$ cat src/rtl/vga_sync_gen_if.sv
// Pixel-timing bundle between the VGA sync generator (master) and its consumers (slave).
interface vga_sync_gen_if;
    logic       en;
    logic       p_tick;
    logic [9:0] pix_x;
    logic [9:0] pix_y;
    logic       hsync;
    logic       vsync;
    logic       video_on;
    logic       frame_end;

    modport master (
        input  en,
        output p_tick, pix_x, pix_y, hsync, vsync, video_on, frame_end
    );

    modport slave (
        output en,
        input  p_tick, pix_x, pix_y, hsync, vsync, video_on, frame_end
    );
endinterface

$ cat src/rtl/vga_sync_gen.sv
// 640x480@60 Hz VGA timing source: pixel-enable divider, H/V counters, sync/visible/frame flags.
// Optional macro SYNC_DELAY_EN delays HSYNC/VSYNC/VIDEO_ON by one pixel to match renderer latency.
module vga_sync_gen #(
    parameter int CLK_DIV   = 4,
    parameter int H_VISIBLE = 640,
    parameter int H_FRONT   = 16,
    parameter int H_SYNC    = 96,
    parameter int H_BACK    = 48,
    parameter int V_VISIBLE = 480,
    parameter int V_FRONT   = 10,
    parameter int V_SYNC    = 2,
    parameter int V_BACK    = 33
) (
    input  logic           clk_i,
    input  logic           rst_n_i,
    vga_sync_gen_if.master vga
);

    localparam int H_TOTAL = H_VISIBLE + H_FRONT + H_SYNC + H_BACK;
    localparam int V_TOTAL = V_VISIBLE + V_FRONT + V_SYNC + V_BACK;
    localparam int DIV_W   = (CLK_DIV > 1) ? $clog2(CLK_DIV) : 1;

    localparam logic [DIV_W-1:0] DIV_LAST = DIV_W'(CLK_DIV - 1);
    localparam logic [DIV_W-1:0] DIV_ONE  = DIV_W'(1);
    localparam logic [9:0] H_LAST   = 10'(H_TOTAL - 1);
    localparam logic [9:0] V_LAST   = 10'(V_TOTAL - 1);
    localparam logic [9:0] H_VIS    = 10'(H_VISIBLE);
    localparam logic [9:0] V_VIS    = 10'(V_VISIBLE);
    localparam logic [9:0] HS_FIRST = 10'(H_VISIBLE + H_FRONT);
    localparam logic [9:0] HS_LAST  = 10'(H_VISIBLE + H_FRONT + H_SYNC - 1);
    localparam logic [9:0] VS_FIRST = 10'(V_VISIBLE + V_FRONT);
    localparam logic [9:0] VS_LAST  = 10'(V_VISIBLE + V_FRONT + V_SYNC - 1);

    function automatic logic hsync_of(input logic [9:0] x);
        hsync_of = !((x >= HS_FIRST) && (x <= HS_LAST));
    endfunction

    function automatic logic vsync_of(input logic [9:0] y);
        vsync_of = !((y >= VS_FIRST) && (y <= VS_LAST));
    endfunction

    function automatic logic video_of(input logic [9:0] x, input logic [9:0] y);
        video_of = (x < H_VIS) && (y < V_VIS);
    endfunction

    logic [DIV_W-1:0] div_cnt_q, div_cnt_d;
    logic             p_tick_q, p_tick_d;
    logic [9:0]       pix_x_q, pix_x_d;
    logic [9:0]       pix_y_q, pix_y_d;
    logic             hsync_q, hsync_d;
    logic             vsync_q, vsync_d;
    logic             video_on_q, video_on_d;
    logic             frame_end_q, frame_end_d;
    logic             tick_s;

    // Divider and counter next-state; sync flags follow the next count so they never lag it.
    always_comb begin
        tick_s      = 1'b0;
        div_cnt_d   = div_cnt_q;
        pix_x_d     = pix_x_q;
        pix_y_d     = pix_y_q;
        if (vga.en) begin
            if (div_cnt_q >= DIV_LAST) begin
                div_cnt_d = '0;
                tick_s    = 1'b1;
            end else begin
                div_cnt_d = div_cnt_q + DIV_ONE;
            end
        end else begin
            div_cnt_d = div_cnt_q;
        end

        // >= instead of == keeps the counters self-recovering into the legal range.
        if (tick_s) begin
            if (pix_x_q >= H_LAST) begin
                pix_x_d = 10'd0;
                if (pix_y_q >= V_LAST) begin
                    pix_y_d = 10'd0;
                end else begin
                    pix_y_d = pix_y_q + 10'd1;
                end
            end else begin
                pix_x_d = pix_x_q + 10'd1;
            end
        end else begin
            pix_x_d = pix_x_q;
            pix_y_d = pix_y_q;
        end

        p_tick_d    = tick_s;
        frame_end_d = tick_s && (pix_x_d == 10'd0) && (pix_y_d == 10'd0);
        hsync_d     = hsync_of(pix_x_d);
        vsync_d     = vsync_of(pix_y_d);
        video_on_d  = video_of(pix_x_d, pix_y_d);
    end

    // Timing state registers; reset parks the counters on the last pixel of the frame.
    always_ff @(posedge clk_i or negedge rst_n_i) begin
        if (!rst_n_i) begin
            div_cnt_q   <= '0;
            p_tick_q    <= 1'b0;
            pix_x_q     <= H_LAST;
            pix_y_q     <= V_LAST;
            hsync_q     <= 1'b1;
            vsync_q     <= 1'b1;
            video_on_q  <= 1'b0;
            frame_end_q <= 1'b0;
        end else begin
            div_cnt_q   <= div_cnt_d;
            p_tick_q    <= p_tick_d;
            pix_x_q     <= pix_x_d;
            pix_y_q     <= pix_y_d;
            hsync_q     <= hsync_d;
            vsync_q     <= vsync_d;
            video_on_q  <= video_on_d;
            frame_end_q <= frame_end_d;
        end
    end

`ifdef SYNC_DELAY_EN
    logic hsync_dly_q, hsync_dly_d;
    logic vsync_dly_q, vsync_dly_d;
    logic video_on_dly_q, video_on_dly_d;

    // Delay stage captures the outgoing pixel's flags on each tick.
    always_comb begin
        hsync_dly_d    = hsync_dly_q;
        vsync_dly_d    = vsync_dly_q;
        video_on_dly_d = video_on_dly_q;
        if (tick_s) begin
            hsync_dly_d    = hsync_q;
            vsync_dly_d    = vsync_q;
            video_on_dly_d = video_on_q;
        end else begin
            hsync_dly_d    = hsync_dly_q;
            vsync_dly_d    = vsync_dly_q;
            video_on_dly_d = video_on_dly_q;
        end
    end

    // One-pixel delay registers for the sync and visible flags.
    always_ff @(posedge clk_i or negedge rst_n_i) begin
        if (!rst_n_i) begin
            hsync_dly_q    <= 1'b1;
            vsync_dly_q    <= 1'b1;
            video_on_dly_q <= 1'b0;
        end else begin
            hsync_dly_q    <= hsync_dly_d;
            vsync_dly_q    <= vsync_dly_d;
            video_on_dly_q <= video_on_dly_d;
        end
    end

    assign vga.hsync    = hsync_dly_q;
    assign vga.vsync    = vsync_dly_q;
    assign vga.video_on = video_on_dly_q;
`else
    assign vga.hsync    = hsync_q;
    assign vga.vsync    = vsync_q;
    assign vga.video_on = video_on_q;
`endif

    assign vga.p_tick    = p_tick_q;
    assign vga.pix_x     = pix_x_q;
    assign vga.pix_y     = pix_y_q;
    assign vga.frame_end = frame_end_q;

endmodule

$ cat src/flat_wrapper.sv
// flat-port wrapper written by rule: the top's interface ports become plain ports
module vga_sync_gen_flat 
#(
    parameter int CLK_DIV   = 4,
    parameter int H_VISIBLE = 640,
    parameter int H_FRONT   = 16,
    parameter int H_SYNC    = 96,
    parameter int H_BACK    = 48,
    parameter int V_VISIBLE = 480,
    parameter int V_FRONT   = 10,
    parameter int V_SYNC    = 2,
    parameter int V_BACK    = 33
)
  (clk_i, rst_n_i, vga_en, vga_p_tick, vga_pix_x, vga_pix_y, vga_hsync, vga_vsync, vga_video_on, vga_frame_end);
  vga_sync_gen_if vga_i ();
  input  logic clk_i;
  input  logic rst_n_i;
  input wire logic [$bits(vga_i.en)-1:0] vga_en;
  output wire logic [$bits(vga_i.p_tick)-1:0] vga_p_tick;
  output wire logic [$bits(vga_i.pix_x)-1:0] vga_pix_x;
  output wire logic [$bits(vga_i.pix_y)-1:0] vga_pix_y;
  output wire logic [$bits(vga_i.hsync)-1:0] vga_hsync;
  output wire logic [$bits(vga_i.vsync)-1:0] vga_vsync;
  output wire logic [$bits(vga_i.video_on)-1:0] vga_video_on;
  output wire logic [$bits(vga_i.frame_end)-1:0] vga_frame_end;
  assign vga_i.en = vga_en;
  assign vga_p_tick = vga_i.p_tick;
  assign vga_pix_x = vga_i.pix_x;
  assign vga_pix_y = vga_i.pix_y;
  assign vga_hsync = vga_i.hsync;
  assign vga_vsync = vga_i.vsync;
  assign vga_video_on = vga_i.video_on;
  assign vga_frame_end = vga_i.frame_end;
  vga_sync_gen #(.CLK_DIV(CLK_DIV), .H_VISIBLE(H_VISIBLE), .H_FRONT(H_FRONT), .H_SYNC(H_SYNC), .H_BACK(H_BACK), .V_VISIBLE(V_VISIBLE), .V_FRONT(V_FRONT), .V_SYNC(V_SYNC), .V_BACK(V_BACK)) u_core (.clk_i(clk_i), .rst_n_i(rst_n_i), .vga(vga_i));
endmodule
$ cat config.mk
export PLATFORM = sky130hd
export DESIGN_NAME = vga_sync_gen_flat
export DESIGN_NICKNAME = d
export VERILOG_FILES = /design/src/rtl/vga_sync_gen_if.sv /design/src/rtl/vga_sync_gen.sv /design/src/flat_wrapper.sv
export SDC_FILE = /design/constraint.sdc
export NUM_CORES = 1
export LEC_CHECK = 0
export CELL_PAD_IN_SITES_DETAIL_PLACEMENT = 0
export CELL_PAD_IN_SITES_GLOBAL_PLACEMENT = 1
export CORE_MARGIN = 2
export CORE_UTILIZATION = 43
export DETAILED_ROUTE_END_ITERATION = 7
export HOLD_SLACK_MARGIN = 0.1
export PLACE_DENSITY_LB_ADDON = 0.1
export SYNTH_ARGS = -nofsm -noshare
export SYNTH_HDL_FRONTEND = slang
export SYNTH_SLANG_ARGS = --single-unit
$ cat constraint.sdc
create_clock -name clk_i -period 5.5 [get_ports clk_i]
set_clock_uncertainty 0.05 [all_clocks]
set_input_delay 1.1 -clock clk_i [delete_from_list [all_inputs] [get_ports clk_i]]
set_output_delay 1.1 -clock clk_i [all_outputs]
set_load 0.05 [all_outputs]
==> results.json, run 1 <==
{
  "status": "completed",
  "cts_tree": "yes",
  "wirelength_mm": 3.884,
  "gr-total-overflow": 0,
  "reg2reg_from": "u_core.vga.pix_x[0]",
  "drc": 0,
  "cp_max_fo": 20,
  "power.density_nw_per_um2": 274.7,
  "slowest_stage": "clkdlybuf4s50_1",
  "num_rows": 22,
  "numPortBuffers": 27,
  "ff2ff_setup_slack_ps": 2870,
  "synthCells": 180,
  "clk_latency_ps": 270,
  "coreArea_um2": 3689,
  "drive_gt1_share_pct": 11.88,
  "hold_slack_ps": 464.7,
  "max_freq_mhz": 324.7,
  "worstPathArrival_ps": 3180,
  "hold_path_class": "register to register",
  "worstMarginPinSlew_ps": 506.3,
  "crit_family": "compound AO/OA/AOI/OAI gates",
  "final_nets": 210,
  "synth_edf_count": 0,
  "crit_required_ps": 5600,
  "grt_max_degree": 28,
  "cts_sinks": 27,
  "start_util_pct": 44.88,
  "syn_to_final_growth_pct": 19.43,
  "pin_count": 28,
  "yosysSeqAreaShare_pct": 41.72,
  "place_hpwl_mm": 2.778,
  "synth_area_um2": 1655,
  "ant_nets": 0,
  "dieWidth_um": 66.05,
  "setup_ws_ps": 2420,
  "grt_pass1_vias": 1412,
  "die_h_um": 66.05,
  "grt_usage_pct": 20.04,
  "critPathLaunch": "vga_en",
  "final_core_utilization_pct": 53.60,
  "dr.pass1.iters": 4,
  "ff2ff_path_depth": 8,
  "cts_resized": 0,
  "layout_common_cells": "27 x clkdlybuf4s50_1, 15 x nand2_1, 15 x dfrtp_1",
  "max_slew_margin_pct": 66.14,
  "avgSynthCellArea_um2": 9.196,
  "worstPathBufferInverterCount": 2,
  "dieArea_um2": 4362,
  "num_vias": 1461,
  "postCtsHoldBufs": 0,
  "gp_congestion": 0.7931,
  "final_common_cell": "clkdlybuf4s50_1",
  "synth_seq_cells": 27,
  "vias_per_cell": 5.844,
  "worstReg2RegEnd": "u_core.vga.video_on",
  "hold_viol": 0,
  "worst_setup_path_end_kind": "register",
  "setup_viol": 0,
  "hp-start": "u_core.vga.pix_x[1]",
  "ys_warn_count": 0,
  "cts_buffers": 3,
  "synthArstFlopShare_pct": 100.0,
  "yosysUniqueCellTypes": 50,
  "fin_crit_sh_pct": 56.00,
  "synth-main-ff-cell": "dfrtp_1",
  "crit_end": "u_core.vga.video_on",
  "cap_violations": 0,
  "critical-path-max-stage-delay_ps": 530,
  "timing.final.crit_period_ps": 3080,
  "worst-path-stages": 8,
  "h-tree-depth": 1,
  "antenna_found_initial": 0,
  "finalSetupTns_ps": 0,
  "grt_pass1_wl_mm": 6.755,
  "ir_drop_v": 0.0002408,
  "clockBufferDepth": 2,
  "maxSlewViolCount": 0,
  "post_cts_buffers": 0,
  "start_kind": "input pin",
  "synth_fp_nets": 187,
  "worstSetupPathType": "input pin to register",
  "rsz0062_at_grt": "false",
  "drt_iter0_drc": 102,
  "crit_chain": "clkdlybuf4s50_1, nand2_1, a211oi_2, buf_4, o21ai_0, a22o_1, and3_1, a2111oi_1",
  "place_ws_ps": 2141,
  "leakage_nw": 0.7812,
  "n_antenna_cell": 0,
  "clkTransAtPathRegs_ps": 90,
  "wl_per_cell_um": 15.54,
  "root_buffer": "clkbuf_8"
}
-- worst min-delay path by stage --
stage / to / slack (ps) / cells after the start
after floorplan: u_core.div_cnt_q[1] / 430 / 1
after global placement: u_core.div_cnt_q[1] / 440 / 1
after detailed placement: u_core.vga.pix_x[1] / 460 / 2
after CTS: u_core.vga.pix_x[1] / 470 / 2
after global routing: u_core.vga.pix_x[1] / 500 / 2
final: u_core.vga.pix_x[1] / 460 / 2
-- layout make-up --
class / instances / area, um^2
Tap cell: 48 / 60.06
Sequential cell: 27 / 690.7
Fill cell: 373 / 1712
Inverter: 6 / 22.52
Multi-Input combinational cell: 136 / 873.3
Timing Repair Buffer: 29 / 285.3
Clock buffer: 4 / 45.04
-- state kept, by name, summed over array words and instances (netlist names) --
signal and flops:
u_core.vga.pix_x 10, u_core.vga.pix_y 10, u_core.div_cnt_q 2, u_core.vga.frame_end 1, u_core.vga.hsync 1, u_core.vga.p_tick 1
u_core.vga.video_on 1, u_core.vga.vsync 1
-- Yosys cell counts, drive strengths merged, types with 8 or more instances --
library cell   n  area [um^2]
nand2         15        56.30
nor2          15        58.81
dfrtp         15        375.4
o21ai         15        78.82
nand4          8        50.05
dfstp         12        315.3
buf            8        57.55
nor3           9        50.05
-- worst min-delay path, delay by kind of cell (launching register included) --
kind,cells,cell delay [ps]
AO/OA/AOI/OAI,1,70
flip-flops,1,390
AND/OR/NAND/NOR,1,50
-- metrics by stage --
step | total power, mW | cells | instance area [um^2]
after floorplan | 0.3815 | 180 | 1655
after detailed placement | 0.4356 | 246 | 1932
after global placement | 0.4323 | 246 | 1932
after CTS | 0.5484 | 250 | 1977
final | 0.5430 | 250 | 1977
after global routing | 0.5791 | 250 | 1977
-- cell families after synthesis --
logic type / count (synthesis) / share of synthesized area (%)
muxes: 3 / 1.965
and+or+nand+nor: 75 / 23.81
buffers and inverters: 17 / 5.517
xor gates and xnor gates: 9 / 4.762
AOI/OAI and AO/OA: 45 / 19.20
DFF: 27 / 41.72
adders and majority gates: 4 / 3.024
-- power breakdown --
part	leakage (nW)	internal [mW]	switching, mW
sequential	0.319	0.234	0.0291
clock	0.0228	0.0519	0.0600
combinational	0.439	0.0634	0.105
-- layer usage --
layer  vias to the layer above  global-route usage [%]  part of all wire (%)  wire length [um]
li1                        702                       -                     -                 -
met1                       698                   27.44                    45              1763
met2                        50                   31.31                    47              1827
met3                        11                   3.748                   5.4               209
met4                         0                   7.908                   2.2                84
met5                         -                       0                     0                 0
Power figures use the tool's default switching activity.
==> run 2: changes to the inputs <==
CORE_UTILIZATION = 40   (was 43)
clock period = 3.1 ns   (was 5.5 ns; I/O delays follow)
==> results.json, run 2 (synthesis results as in run 1) <==
{
  "status": "completed",
  "drc": 0,
  "seq_power_share_pct": 48.0,
  "clockBufferDepth": 2,
  "power.density_nw_per_um2": 488.4,
  "ant_nets": 0,
  "hold_slack_ps": 482.6,
  "cp_max_fo": 8,
  "hp-start": "u_core.div_cnt_q[1]",
  "start_util_pct": 41.38,
  "n_antenna_cell": 0,
  "ir_drop_v": 0.0004428,
  "grt_usage_pct": 19.70,
  "num_rows": 23,
  "dieArea_um2": 4669,
  "maxSlewViolCount": 0,
  "total_power_mw": 0.9710,
  "whs_path_depth": 1,
  "layout_common_cells": "27 x clkdlybuf4s50_1, 15 x nand2_1, 15 x dfrtp_1",
  "cap_violations": 0,
  "cts_tree": "yes",
  "final_common_cell": "clkdlybuf4s50_1",
  "ff2ff_setup_slack_ps": 480,
  "antenna_found_initial": 0,
  "setup_viol": 0,
  "worstMarginPinSlew_ps": 500.7,
  "finalSetupTns_ps": 0,
  "pin_count": 28,
  "root_buffer": "clkbuf_8",
  "start_kind": "register",
  "hold_viol": 0,
  "grt_max_degree": 28,
  "die_h_um": 68.33,
  "leakage_nw": 0.7894,
  "wl_per_cell_um": 16.08,
  "max_slew_margin_pct": 66.52,
  "crit_required_ps": 3200,
  "fillerInstances": 397,
  "hold_path_class": "register to register",
  "cts_buffers": 3,
  "p_int_mw": 0.6184,
  "rsz0062_at_grt": "false",
  "vias_per_cell": 5.806,
  "worst_setup_path_end_kind": "register",
  "dr.pass1.iters": 4,
  "wirelength_mm": 4.069,
  "drive_gt1_share_pct": 12.81,
  "postCtsHoldBufs": 0,
  "cts_sinks": 27,
  "clkTransAtPathRegs_ps": 90,
  "h-tree-depth": 1,
  "instances_no_fill": 253,
  "reg2reg_from": "u_core.vga.pix_x[0]",
  "syn_to_final_growth_pct": 20.11,
  "combPwrFrac_pct": 31.5,
  "gr-total-overflow": 0,
  "clk_latency_ps": 270,
  "dp_cells": 249,
  "fin_crit_sh_pct": 84.56,
  "ff2ff_path_depth": 8,
  "worstSetupPathType": "register to register",
  "grt_pass1_wl_mm": 6.948,
  "dieWidth_um": 68.33,
  "worstReg2RegEnd": "u_core.vga.video_on",
  "power_frac_clock_pct": 20.5,
  "power.switching_mw": 0.3526,
  "post_cts_buffers": 0,
  "timing.final.crit_period_ps": 2622,
  "drt_iter0_drc": 87,
  "place_hpwl_mm": 2.972,
  "max_freq_mhz": 381.5,
  "hold_end": "u_core.div_cnt_q[1]",
  "coreArea_um2": 4000,
  "worstPathArrival_ps": 2720,
  "final_nets": 211,
  "num_vias": 1469,
  "numPortBuffers": 27,
  "gp_congestion": 0.8180,
  "cts_resized": 0,
  "grt_pass1_vias": 1520,
  "swShare_pct": 36.32
}
-- run 2: cell count changes in the layout (fill, tap and decap cells not counted), sizes merged --
cell,change
buf,+1
clkbuf,-1
clkinv,+1
-- run 2: worst max-delay path by stage --
stage                                    from             endpoint  slack, ps
final                     u_core.vga.pix_x[0]  u_core.vga.video_on        480
after CTS                 u_core.vga.pix_x[0]  u_core.vga.video_on        500
after global routing      u_core.vga.pix_x[0]  u_core.vga.video_on        310
after floorplan           u_core.vga.pix_x[0]  u_core.vga.video_on        600
after detailed placement               vga_en  u_core.vga.video_on        270
after global placement                 vga_en  u_core.vga.video_on        300
-- run 2: critical path, cell delays in order, from the launching register on --
cell	delay [ps]
dfstp_2	580
ha_1	260
nand4_1	190
a211oi_2	410
buf_4	230
o21ai_2	60
a22o_1	240
and3_1	160
a2111oi_1	310
-- run 2: layout make-up --
type / count / area, um^2 / share of cell area [%]
Clock buffer: 3 / 41.29 / 2.077
Clock inverter: 1 / 5.005 / 0.2517
Inverter: 6 / 22.52 / 1.133
Multi-Input combinational cell: 136 / 873.3 / 43.93
Sequential cell: 27 / 690.7 / 34.74
Tap cell: 50 / 62.56 / 3.147
Timing Repair Buffer: 30 / 292.8 / 14.73
-- run 2: power by group through the flow --
stage / logic [mW] / clock network [mW] / registers (mW)
floorplan: 0.123 / 0 / 0.554
global placement: 0.301 / 0 / 0.467
detailed placement: 0.307 / 0 / 0.470
CTS: 0.310 / 0.212 / 0.465
global route: 0.329 / 0.223 / 0.475
finish: 0.306 / 0.199 / 0.466
-- run 2: per-layer routing --
metal  GRT usage, %  up-vias  wire length, um
li1               -      711                -
met1          24.26      710             1757
met2          35.07       44             2105
met3          3.125        4              165
met4          6.000        0               41
met5              0        -                0
-- run 2: through the flow --
step / setup WS (ps) / instance area (um^2) / util, %
final: 478.5 / 1988 / 49.70
after global routing: 311.4 / 1988 / 49.70
after CTS: 498.8 / 1988 / 49.70
after detailed placement: 274.5 / 1942 / 48.55
after global placement: 302.0 / 1942 / 48.55
after floorplan: 602.3 / 1655 / -
==> run 3: changes to the inputs <==
CORE_UTILIZATION = 36   (was 40)
clock period = 2.1 ns   (was 3.1 ns; I/O delays follow)
==> results.json, run 3 (synthesis results as in run 1) <==
{
  "power.density_nw_per_um2": 608.8,
  "fillerInstances": 399,
  "worstSetupPathType": "register to register",
  "p_int_mw": 0.9900,
  "seq_power_share_pct": 43.3,
  "cts_sinks": 27,
  "stdcell_area_um2": 2527,
  "worstMarginPinSlew_ps": 493.3,
  "slowest_stage": "dfstp_4",
  "hold_path_class": "input pin to asynchronous set/reset pin",
  "clockBufferDepth": 2,
  "die_h_um": 71.81,
  "placed_cell_area_um2": 2302,
  "drc": 0,
  "combPwrFrac_pct": 37.1,
  "max_freq_mhz": 442.3,
  "wl_per_cell_um": 14.96,
  "num_rows": 24,
  "drt_iter0_drc": 84,
  "worstPathArrival_ps": 2390,
  "setup_viol": 6,
  "gp_congestion": 0.9350,
  "power_frac_clock_pct": 19.7,
  "ir_drop_v": 0.0006139,
  "antenna_found_initial": 0,
  "final_nets": 267,
  "crit_chain": "ha_4, nand4_1, a211oi_4, buf_6, o21ai_2, a22o_1, and3_4, a2111oi_4",
  "coreArea_um2": 4384,
  "hold_slack_ps": 466.1,
  "grt_usage_pct": 19.02,
  "failed_checks": "setup timing",
  "dr.pass1.iters": 4,
  "dieWidth_um": 71.81,
  "ant_nets": 0,
  "cts_tree": "yes",
  "leakage_nw": 1.134,
  "rsz0062_at_grt": "true",
  "final_common_cell": "buf_4",
  "maxSlewViolCount": 0,
  "timing.final.crit_period_ps": 2261,
  "fin_crit_sh_pct": 107.7,
  "pin_count": 28,
  "crit_required_ps": 2220,
  "worst_setup_path_end_kind": "register",
  "grt_pass1_wl_mm": 7.645,
  "setup_ws_ps": -160.9,
  "layout_common_cells": "72 x buf_4, 15 x nand2_1, 12 x dfrtp_1",
  "start_kind": "register",
  "h-tree-depth": 1,
  "grt_max_degree": 28,
  "grt_pass1_vias": 1611,
  "swShare_pct": 35.66,
  "final_core_utilization_pct": 57.65,
  "clkTransAtPathRegs_ps": 100,
  "wirelength_mm": 4.653,
  "clk_latency_ps": 270,
  "cp_max_fo": 6,
  "status": "complete, but fails checks",
  "hold_viol": 0,
  "n_antenna_cell": 0,
  "syn_to_final_growth_pct": 52.68,
  "root_buffer": "clkbuf_8",
  "critical-path-max-stage-delay_ps": 640,
  "gr-total-overflow": 0,
  "max_slew_margin_pct": 67.01,
  "place_hpwl_mm": 3.455,
  "vias_per_cell": 5.495,
  "start_util_pct": 37.76,
  "num_vias": 1709,
  "cap_violations": 0,
  "dieArea_um2": 5157,
  "cts_buffers": 3,
  "numPortBuffers": 27,
  "power.switching_mw": 0.5486,
  "drive_gt1_share_pct": 47.88
}
run 3: cell types whose count changed in the layout (fill, tap and decap cells not counted), sizes merged:
cell           change
buf               +77
clkdlybuf4s50     -21
run 3: routing by layer:
layer	vias to the layer above	GRT usage (%)	share of wire [%]	routed length, um
met1	838	27.39	48	2237
met2	44	29.42	47	2196
met3	6	2.391	3.6	168
met5	-	0	0	0
met4	0	6.709	1.1	51
li1	821	-	-	-
run 3: metrics by stage:
stage	instances	power, mW	TNS (ps)	setup WS, ps
after floorplan	180	1.039	-461.0	-160.6
after global placement	301	1.233	-1530	-312.5
after detailed placement	301	1.246	-1831	-361.7
after CTS	310	1.562	-665.9	-205.2
after global routing	311	1.642	-1298	-293.8
final	311	1.539	-542.9	-160.9
run 3: layout make-up:
type | instances | area, um^2 | share of cell area [%]
multi-input combinational | 136 | 1001 | 39.60
sequential | 27 | 701.9 | 27.77
timing repair buffer | 86 | 690.7 | 27.33
tap | 52 | 65.06 | 2.574
clock buffer | 3 | 41.29 | 1.634
inverter | 6 | 22.52 | 0.8911
clock inverter | 1 | 5.005 | 0.1980
run 3: path summary, 6_finish.rpt:
kind	from	to	slack, ps	depth (start not counted)
max	u_core.vga.pix_x[1]	u_core.vga.video_on	-160	8
min in group clk_i	u_core.div_cnt_q[1]	u_core.div_cnt_q[1]	480	1
min reg2reg	u_core.div_cnt_q[1]	u_core.div_cnt_q[1]	480	1
max in group asynchronous	rst_n_i	u_core.vga.pix_x[2]	1230	2
max reg2reg	u_core.vga.pix_x[1]	u_core.vga.video_on	-160	8
min	rst_n_i	u_core.vga.pix_y[8]	470	2
run 3: repair_timing:
action | in CTS | in global routing
pin swaps | 7 | 7
setup endpoints to repair | 5 | 13
hold buffers | 0 | 0
buffers inserted | 5 | 2
gates resized for setup | 15 | 15
cloned | 0 | 0
run 3: power by group through the flow:
stage	logic, mW	clock network, mW	registers, mW
2_1_floorplan	0.200	0	0.839
3_3_place_gp	0.562	0	0.671
3_5_place_dp	0.570	0	0.676
4_1_cts	0.574	0.321	0.666
5_1_grt	0.623	0.346	0.674
6_report	0.570	0.303	0.666
run 3: worst max-delay path, delay by kind of cell (launching register included):
kind,cells,cell delay (ps)
compound gates,4,840
fa+ha+maj,1,130
buf+inv,1,170
flops,1,640
simple gates,2,340
